<file path="config.mk">
export PLATFORM = sky130hd
export DESIGN_NAME = gcd_datapath
export DESIGN_NICKNAME = d
export VERILOG_FILES = /design/src/rtl/gcd_datapath.sv
export SDC_FILE = /design/constraint.sdc
export NUM_CORES = 1
export LEC_CHECK = 0
export BUFFER_PORTS_ARGS = -buffer_cell sky130_fd_sc_hd__buf_2
export CORE_MARGIN = 3
export CORE_UTILIZATION = 62
export CTS_BUF_LIST = sky130_fd_sc_hd__clkbuf_8
export CTS_CLUSTER_SIZE = 40
export DETAILED_ROUTE_END_ITERATION = 7
export PLACE_DENSITY = 0.88
export SKIP_LAST_GASP = 1
export SYNTH_ARGS = -nofsm -noshare
export SYNTH_HDL_FRONTEND = slang
export SYNTH_SLANG_ARGS = --single-unit
</file>
<file path="constraint.sdc">
create_clock -name clk -period 3.3 [get_ports clk]
set_clock_uncertainty 0.2 [all_clocks]
set_input_delay 0.33 -clock clk [delete_from_list [all_inputs] [get_ports clk]]
set_output_delay 0.33 -clock clk [all_outputs]
set_load 0.01 [all_outputs]
</file>
<file path="src/rtl/gcd_datapath.sv">
// Subtractive GCD datapath: X/Y operand registers with difference muxes, G result register,
// status flags. Optional iteration counter and iter port under macro GCD_ITER_CNT_EN.
module gcd_datapath #(
    parameter int unsigned WIDTH = 8
) (
    input  logic             clk,
    input  logic             clr,
    input  logic             xmsel,
    input  logic             ymsel,
    input  logic             xld,
    input  logic             yld,
    input  logic             gld,
    input  logic [WIDTH-1:0] xin,
    input  logic [WIDTH-1:0] yin,
    output logic             eqflg,
    output logic             itflg,
    output logic [WIDTH-1:0] gcd,
    output logic             gvld,
    output logic             err
`ifdef GCD_ITER_CNT_EN
    ,
    output logic [15:0]      iter
`endif
);

    localparam int unsigned ITER_W = 16;

    logic [WIDTH-1:0] x_q;
    logic [WIDTH-1:0] y_q;
    logic [WIDTH-1:0] x_nxt;
    logic [WIDTH-1:0] y_nxt;
    logic             x_sub;
    logic             y_sub;
    logic             op_load;
    logic             err_set;

    // Comparator flags straight from the operand registers
    assign eqflg = (x_q == y_q);
    assign itflg = (x_q < y_q);

    // Load muxes, classification of load types and error detection
    always_comb begin
        x_sub   = xld & ~xmsel;
        y_sub   = yld & ~ymsel;
        op_load = (xld & xmsel) | (yld & ymsel);
        x_nxt   = xmsel ? xin : WIDTH'(x_q - y_q);
        y_nxt   = ymsel ? yin : WIDTH'(y_q - x_q);
        err_set = (x_sub & y_sub)
                | (x_sub & (x_q < y_q))
                | (y_sub & (y_q < x_q))
                | (xld & xmsel & (xin == '0))
                | (yld & ymsel & (yin == '0));
    end

    always_ff @(posedge clk) begin
        if (clr) begin
            x_q  <= '0;
            y_q  <= '0;
            gcd  <= '0;
            gvld <= 1'b0;
            err  <= 1'b0;
        end else begin
            if (xld) x_q <= x_nxt;
            if (yld) y_q <= y_nxt;
            if (gld) gcd <= x_q;
            // A fresh operand invalidates any earlier result, even alongside gld
            if (op_load)  gvld <= 1'b0;
            else if (gld) gvld <= 1'b1;
            if (err_set) err <= 1'b1;
        end
    end

`ifdef GCD_ITER_CNT_EN
    // Counts subtract steps since the last operand load, saturating
    always_ff @(posedge clk) begin
        if (clr) begin
            iter <= '0;
        end else if (op_load) begin
            iter <= '0;
        end else if ((x_sub | y_sub) && (iter != {ITER_W{1'b1}})) begin
            iter <= ITER_W'(iter + 16'd1);
        end
    end
`endif

endmodule

</file>
# After elaboration in Yosys (flattened, before gate mapping)
# Cells that the tools add are included.
[classes]
n_eq_ne = 1
mux = 2
bitwise = 16
order_cmp = 2
addsub = 2
n_reduce_logical = 3
[op_table]
columns = ["operator", "count"]
rows = [
  ["8-bit zero test", 2],
  ["8-bit less-than comparator", 2],
  ["8-bit two-way mux", 2],
  ["8-bit subtractor", 2],
  ["1-bit AND", 9],
  ["8-bit == test", 1],
  ["1-bit OR", 5],
  ["1-bit NOT", 2],
  ["2-bit OR reduction", 1],
]
[word_totals]
out_inout_bits = 12
input_bits = 23
wordCells = 31
reg_bits = 26

# Longest topological paths before layout
# Gate-level depths: netlist of the first run.
[depth]
depth_word = 7
mapped_depth = 8
ltp_nobuf = 8

# Least setup slack after synthesis of the first run
# Ideal clock, no wire load.
[synth_path]
kind = "register to register"
start = "register x_q[5]"
end = "register err"
arrival_time_ps = 1919
slack_ps = 1110
stages_incl_launch_ff = 9
path_cell_list = "dfxtp_1 -> inv_1 -> ha_1 -> buf_2 -> a21oi_1 -> inv_1 -> o41ai_1 -> o21ai_0 -> a21oi_1"
[synth_between]
elab_chain_len = 6
elab_cells_between_ends = 8
cone_classes = "2 x order compare; 6 x bitwise"
[synth_rtl]
columns = ["element", "line", "source"]
rows = [
  ["start, declared", "28", "logic [WIDTH-1:0] x_q;"],
  ["start signal, assigned", "63", "if (xld) x_q <= x_nxt;"],
  ["8-bit less-than comparator", "-", ""],
  ["named net itflg", "16", "output logic itflg,"],
  ["1-bit AND", "49", "| (x_sub & (x_q < y_q))"],
  ["1-bit OR", "49", ""],
  ["1-bit OR", "50", "| (y_sub & (y_q < x_q))"],
  ["1-bit OR", "51", "| (xld & xmsel & (xin == '0))"],
  ["1-bit OR", "52", "| (yld & ymsel & (yin == '0));"],
  ["end signal, assigned", "61", "err <= 1'b0;"],
  ["end signal, assigned", "69", "if (err_set) err <= 1'b1;"],
  ["end, declared", "19", "output logic err"],
]
# The timed path passes the listed nets, and every way through them passes these cells.
# A chain may end at the register's enable or synchronous reset.

# Worst setup path in the final report of the first run
[layout_path]
start = "register x_q[0]"
end = "output itflg"
[layout_between]
elab_chain_len = 1
[layout_rtl]
columns = ["element", "line", "source"]
rows = [
  ["8-bit less-than comparator", "39", "assign itflg = (x_q < y_q);"],
  ["end, declared", "16", ""],
]
# No other way between the ends.

==> flow_summary.yaml, run 1 <==
timing:
  whs_ps: 199
  fin_crit_ps: 2620
  setup_viol: 0
  min_period_over_period_pct: 79.5
  fmax_mhz: 381
  final_max_slew_viol_count: 0
  worstMarginPinSlew_ps: 516
  rsz0062_at_grt: "no"
  hold_viol_final: 0
  slew_headroom_pct: 65.3
  setup_ws_ps: 677
  setup-tns-final_ps: 0
critical_path:
  worst_setup_path_end_kind: "output pin"
  critPathRequiredTime_ps: 2770
  worstPathMaxFanout: 4
  arrival_ps: 2090
  path_class: "reg2out"
  start_kind: "flip-flop"
yosys:
  synth_top_area_share_pct: 27.9
  syn_area_um2: 1860
  synth_largest_area_cell: "dfxtp_1"
  ys_seq_area_share_pct: 27.9
  netlist_instances: 233
  synth_ff_type: "dfxtp_1"
  yosys_warnings: 0
  synth.area.top_cells: "dfxtp_1, ha_1, mux2i_1, nor2_1, a211oi_1"
  synth_fp_nets: 274
  avgSynthCellArea_um2: 8.00
  ys_types: 41
  async_flop_share_pct: 0
  synth-seq-cells: 26
  synth-edff-count: 0
die:
  design.die.area_um2: 3700
  io_pins: 35
  rows: 19
  die_y_um: 60.8
  chipWidth_um: 60.8
  start_util_pct: 66.5
  core_area_um2: 2810
cells_and_area:
  syn_to_final_growth_pct: 11.2
  design_area_um2: 2070
  n_antenna_cell: 0
  instances_no_fill: 286
  nets: 297
  fillers: 233
  layout_commonest_cell: "buf_2"
  final_cell_mix: "buf_2, nor2_1, dfxtp_1"
  layout-drive-gt1-share_pct: 16.1
power:
  cellPowerDensity_nw_per_um2: 490
  peakVddDrop_mv: 0.279
  p_leak_nw: 0.953
place:
  dp_cells: 282
  post-place-ws_ps: 996
  post_dp_cell_area_um2: 2000
  routabilityCongestion: 0.923
  io_buffers: 34
  hpwlAfterDp_mm: 3.33
clock_network:
  post_cts_buffers: 0
  clockBufferDepth: 2
  root_buffer: "clkbuf_8"
  cts.sinks: 26
  cts_tree: "built"
  cts_resized: 0
  ctsHoldBuffers: 0
  clock_latency_ps: 290
  cts_buffers: 3
  cts.clk_slew.worst_paths_ps: 110
  htree_levels: 1
drt:
  route.detailed.drc: 0
  vias: 1758
  wirelength_mm: 4.45
  drt_iter0_drc: 82
  routed_via_density: 6.15
  antenna_left: 0
  first_pass_iters: 4
  wl_per_cell_um: 15.6
outcome:
  outcome: "finished, final reports clean"
flow_run:
  maxCapViolCount: 0
hold_path:
  hold_class: "in2reg"
global_route:
  grtUsageTotal_pct: 26.4
  overflow: 0
  grt_pass1_vias: 1694
  grt_max_degree: 27
  grt_pass1_wl_mm: 7.29
  antenna_found_initial: 0
state kept, by name, summed over array words and instances (netlist names):
| signal | flops |
|---|---|
| gcd | 8 |
| x_q | 8 |
| y_q | 8 |
| err | 1 |
| gvld | 1 |
where the power goes:
group          total, mW  switching (mW)  internal, mW
clock network      0.279           0.116         0.163
logic              0.373           0.212         0.161
registers          0.364          0.0235         0.341
total               1.02           0.351         0.665
cell usage after synthesis (5+ instances only):
cell / n
a211oi_1: 12
a21oi_1: 17
clkbuf_1: 10
dfxtp_1: 26
ha_1: 16
inv_1: 17
mux2i_1: 13
nand2_1: 11
nor2_1: 31
nor3_1: 8
nor4_1: 5
o21a_1: 5
o21ai_0: 8
stage by stage:
step	utilization, %	power (mW)
final	73.9	1.02
after global routing	73.9	1.07
after CTS	73.9	1.01
after detailed placement	71.4	0.735
after global placement	71.4	0.725
after floorplan	-	0.653
cell type report:
| class | count | area [µm²] | share of cell area, % |
|---|---|---|---|
| sequential | 26 | 520 | 25.1 |
| timing repair buffer | 34 | 170 | 8.21 |
| inverter | 17 | 63.8 | 3.08 |
| multi-input combinational | 174 | 1210 | 58.3 |
| tap | 31 | 38.8 | 1.87 |
| clock inverter | 1 | 30.0 | 1.45 |
| clock buffer | 3 | 41.3 | 1.99 |
critical path, stage by stage, from the launching register on:
cell	delay [ps]
dfxtp_1	380
inv_1	60
ha_1	220
fa_1	410
nand2b_1	170
a211oi_1	290
o41ai_1	130
buf_2	150
path summary, 6_finish.rpt:
| check | start | end | slack [ps] | cells after the start |
|---|---|---|---|---|
| setup / recovery | x_q[0] | itflg | 680 | 7 |
| hold / removal | yin[2] | y_q[2] | 200 | 3 |
| setup reg to reg | x_q[0] | x_q[6] | 990 | 8 |
| hold reg to reg | gcd[7] | gcd[7] | 290 | 2 |
cells by family (layout without fill, tap and decap cells):
| family | count (synthesis) | in the layout | synth area share, % |
|---|---|---|---|
| flops | 26 | 26 | 27.9 |
| simple gates | 78 | 78 | 21.2 |
| buf+inv | 33 | 55 | 7.25 |
| xor+xnor | 2 | 2 | 0.940 |
| fa+ha+maj | 18 | 18 | 12.9 |
| compound gates | 63 | 63 | 22.8 |
| mux | 13 | 13 | 6.98 |
metal layers:
| layer | GRT usage (%) | vias to the layer above | wire length (µm) | part of all wire (%) |
|---|---|---|---|---|
| met4 | 9.91 | 0 | 73 | 1.6 |
| met1 | 32.0 | 833 | 1950 | 44 |
| met2 | 46.7 | 44 | 2240 | 50 |
| met3 | 4.26 | 7 | 181 | 4.1 |
| met5 | 0 | - | 0 | 0 |
| li1 | - | 874 | - | - |
Power figures use the tool's default switching activity.
==> inputs of run 2 (changes only) <==
- CORE_UTILIZATION: 62 -> 52
- PLACE_DENSITY: 0.88 -> 0.78
- clock period: 3.3 -> 2.4 ns (I/O delays scaled with it)
==> flow_summary.yaml, run 2 (same netlist as run 1, synthesis figures left out) <==
clock_network:
  cts_buffers: 3
  clockBufferDepth: 2
  clock_latency_ps: 270
  cts.clk_slew.worst_paths_ps: 90
  ctsHoldBuffers: 0
  cts_tree: "built"
  cts.sinks: 26
  root_buffer: "clkbuf_8"
  htree_levels: 1
drt:
  first_pass_iters: 5
  antenna_left: 0
  vias: 1755
  route.detailed.drc: 0
  drt_iter0_drc: 68
  wirelength_mm: 4.45
  routed_via_density: 5.77
  wl_per_cell_um: 14.6
timing:
  hold_viol_final: 0
  min_period_over_period_pct: 98.0
  setup-tns-final_ps: 0
  rsz0062_at_grt: "yes"
  fmax_mhz: 425
  slew_headroom_pct: 67.2
  setup_ws_ps: 48.3
  fin_crit_ps: 2350
  setup_viol: 0
  worstMarginPinSlew_ps: 492
  final_max_slew_viol_count: 0
cells_and_area:
  layout-drive-gt1-share_pct: 20.2
  fillers: 310
  layout_commonest_cell: "buf_2"
  nets: 301
  top_regs: "gcd x8, x_q x8, y_q x8"
  final_cell_mix: "buf_2, nor2_1, dfxtp_1"
  syn_to_final_growth_pct: 14.3
  n_antenna_cell: 0
outcome:
  outcome: "finished, final reports clean"
power:
  peakVddDrop_mv: 0.317
  cellPowerDensity_nw_per_um2: 614
  p_leak_nw: 0.966
  power.total_mw: 1.31
critical_path:
  crit_family: "flip-flops"
  path_buf_inv: 2
  reg2reg_from: "y_q[0]"
  r2r_cells: 8
  path_class: "reg2out"
  worst_setup_path_end_kind: "output pin"
  worstPathMaxFanout: 8
  start_kind: "flip-flop"
  r2r_end: "y_q[6]"
  arrival_ps: 1910
  r2r_setup_slack_ps: 190
  path_cells: "inv_1, ha_1, nor2_2, a211oi_4, o41ai_2, buf_2"
  crit_slowest_cell: "dfxtp_1"
  cpPeakStageDelay_ps: 400
  critPathRequiredTime_ps: 1960
die:
  start_util_pct: 55.0
  die_y_um: 65.9
  core_area_um2: 3390
  rows: 21
  design.die.area_um2: 4340
  chipWidth_um: 65.9
  io_pins: 35
global_route:
  grtUsageTotal_pct: 22.0
  grt_pass1_wl_mm: 7.50
  overflow: 0
  grt_max_degree: 27
  grt_pass1_vias: 1667
  antenna_found_initial: 0
hold_path:
  hold_class: "in2reg"
  min_delay_path_depth: 3
  hold_end: "x_q[4]"
  hold_start: "xin[4]"
place:
  routabilityCongestion: 0.889
  io_buffers: 34
  hpwlAfterDp_mm: 3.33
  post-place-ws_ps: 63.3
flow_run:
  maxCapViolCount: 0
-- run 2: cell types whose count changed in the layout (fill, tap and decap cells not counted), moves of 2 or more --
cell,delta
buf_4,+4
a21boi_0,-2
a21boi_1,+2
ha_1,-2
ha_2,+2
-- run 2: tightest hold or removal path, stage by stage --
cell,delay [ps]
buf_2,100
mux2i_1,130
a211oi_1,90
-- run 2: layout make-up --
type / count / area [µm²] / share of cell area [%]
tap: 46 / 57.6 / 2.70
clock buffer: 3 / 41.3 / 1.94
multi-input combinational: 174 / 1250 / 58.5
inverter: 17 / 63.8 / 2.99
sequential: 26 / 522 / 24.5
timing repair buffer: 38 / 200 / 9.40
-- run 2: through the flow --
stage | instance area [µm²] | instances | util (%) | hold slack [ps]
after floorplan | 1860 | 233 | - | 268
after global placement | 2040 | 299 | 60.1 | 269
after detailed placement | 2040 | 299 | 60.1 | 282
after CTS | 2120 | 303 | 62.4 | 122
after global routing | 2130 | 304 | 62.9 | 144
final | 2130 | 304 | 62.9 | 129
-- run 2: report_power, final --
part           total [mW]  switching, mW  leakage [nW]  internal (mW)
registers           0.500         0.0313         0.215          0.469
clock network       0.249          0.136        0.0216          0.113
logic               0.560          0.310         0.729          0.250
-- run 2: how the worst max path moves through the flow --
stage | start | to | slack, ps | depth (start not counted)
detailed placement | x_q[0] | x_q[6] | 60 | 8
global route | x_q[3] | itflg | -50 | 6
finish | x_q[3] | itflg | 50 | 6
floorplan | x_q[5] | err | 210 | 8
CTS | x_q[3] | itflg | 10 | 6
global placement | x_q[0] | x_q[6] | 160 | 8
-- run 2: metal layers --
| layer | wire length [µm] | global-route usage, % | vias to the layer above | part of all wire, % |
|---|---|---|---|---|
| met4 | 53 | 5.96 | 0 | 1.2 |
| met5 | 0 | 0 | - | 0 |
| li1 | - | - | 876 | - |
| met3 | 151 | 3.91 | 6 | 3.4 |
| met1 | 1960 | 27.0 | 840 | 44 |
| met2 | 2280 | 39.0 | 33 | 51 |
-- run 2: timing repair --
action	4_1_cts	5_1_grt
endpoints found under the hold margin	0	0
setup endpoints to repair	1	5
setup buffers	1	1
pin swaps	1	2
resized for setup	6	5
==> inputs of run 3 (changes only) <==
- CTS_BUF_LIST: sky130_fd_sc_hd__clkbuf_8 -> sky130_fd_sc_hd__clkbuf_4
- PLACE_DENSITY: 0.78 -> 0.76
==> flow_summary.yaml, run 3 (same netlist as run 1, synthesis figures left out) <==
drt:
  routed_via_density: 5.83
  first_pass_iters: 4
  antenna_left: 0
  route.detailed.drc: 0
  vias: 1773
  wirelength_mm: 4.65
  wl_per_cell_um: 15.3
  drt_iter0_drc: 81
timing:
  fmax_mhz: 428
  fin_crit_ps: 2340
  rsz0062_at_grt: "yes"
  hold_viol_final: 0
  setup_viol: 0
  min_period_over_period_pct: 97.3
  final_max_slew_viol_count: 0
  worstMarginPinSlew_ps: 507
  setup-tns-final_ps: 0
  slew_headroom_pct: 66.2
global_route:
  gr-usage-met2_pct: 41.6
  use_met3_pct: 5.27
  busiest_layer: "met2"
  antenna_found_initial: 0
  grt_pass1_wl_mm: 7.67
  grtUsageTotal_pct: 22.5
  grt_pass1_vias: 1717
  met1_usage_pct: 25.8
  overflow: 0
  grt_max_degree: 27
clock_network:
  cts.clk_slew.worst_paths_ps: 140
  cts.sinks: 26
  cts_tree: "built"
  clockBufferDepth: 2
  cts_buffers: 3
  clock_latency_ps: 330
  htree_levels: 1
  root_buffer: "clkbuf_4"
die:
  chipWidth_um: 65.9
  io_pins: 35
  die_y_um: 65.9
  core_area_um2: 3390
  rows: 21
  design.die.area_um2: 4340
  start_util_pct: 55.0
cells_and_area:
  fillers: 300
  layout_commonest_cell: "buf_2"
  final_cell_mix: "buf_2, nor2_1, dfxtp_1"
  nets: 301
  syn_to_final_growth_pct: 15.8
  top_regs: "gcd x8, x_q x8, y_q x8"
  instances_no_fill: 304
  multiInputGateArea_um2: 1280
  layout-drive-gt1-share_pct: 23.6
  final-seq-area_um2: 532
  n_antenna_cell: 0
place:
  routabilityCongestion: 0.868
  hpwlAfterDp_mm: 3.31
  dp_cells: 298
  io_buffers: 34
critical_path:
  worst_setup_path_end_kind: "output pin"
  start_kind: "flip-flop"
  critPathRequiredTime_ps: 1960
  arrival_ps: 1900
  path_class: "reg2out"
  worstPathMaxFanout: 2
  crit_slowest_cell: "dfxtp_2"
  path_cells: "inv_2, ha_4, fa_2, nand2b_4, a211oi_4, o41ai_4, buf_2"
  cpPeakStageDelay_ps: 360
flow_run:
  maxCapViolCount: 0
hold_path:
  hold_class: "in2reg"
power:
  peakVddDrop_mv: 0.345
  cellPowerDensity_nw_per_um2: 590
  p_leak_nw: 0.959
outcome:
  outcome: "finished, final reports clean"
-- run 3: cell counts in the layout (fill, tap and decap cells not counted) --
Identical to the previous run, type by type.
-- run 3: metrics by stage --
step / utilization [%] / power [mW] / setup slack (ps) / cell area, µm² / hold slack [ps]
global placement: 59.8 / 1.01 / 157 / 2030 / 269
floorplan: - / 0.898 / 210 / 1860 / 268
detailed placement: 59.8 / 1.02 / 54.8 / 2030 / 283
finish: 63.7 / 1.27 / 64.9 / 2160 / 45.8
global route: 63.7 / 1.37 / -25.5 / 2160 / 64.4
CTS: 62.7 / 1.25 / -8.46 / 2130 / 44.3
-- run 3: layout make-up --
class / count / area share [%]
Tap cell: 46 / 2.67
Timing Repair Buffer: 38 / 9.28
Sequential cell: 26 / 24.6
Inverter: 17 / 2.96
Clock buffer: 3 / 1.04
Multi-Input combinational cell: 174 / 59.4
-- run 3: timing repair --
action                                  CTS  global route
pin swaps                                 3             4
endpoints found under the setup margin    1             1
hold buffers                              0             0
gates cloned                              0             0
resized for setup                        15             8
setup buffers                             2             1
-- run 3: final timing paths --
| check | cells after the start | startpoint | slack [ps] | to |
|---|---|---|---|---|
| setup / recovery | 7 | x_q[0] | 60 | itflg |
| hold / removal | 3 | xin[4] | 50 | x_q[4] |
| hold reg to reg | 2 | gcd[1] | 310 | gcd[1] |
| setup reg to reg | 8 | x_q[0] | 140 | y_q[6] |
-- run 3: worst max-delay path: cells and delay by family (launching register included) --
kind | cells | cell delay [ps]
AO/OA/AOI/OAI | 2 | 370
flip-flops | 1 | 360
buffers and inverters | 2 | 190
adder cells (fa/ha/maj) | 2 | 490
AND/OR/NAND/NOR | 1 | 160
-- run 3: metal layers --
metal  vias up  routed length, µm
met3         5                195
met5         -                  0
li1        876                  -
met2        32               2360
met4         0                 40
met1       860               2050
-- run 3: report_power, final --
part           switching, mW  internal (mW)  leakage (nW)
sequential            0.0351          0.470         0.217
combinational          0.319          0.260         0.729
clock                  0.131         0.0591        0.0138
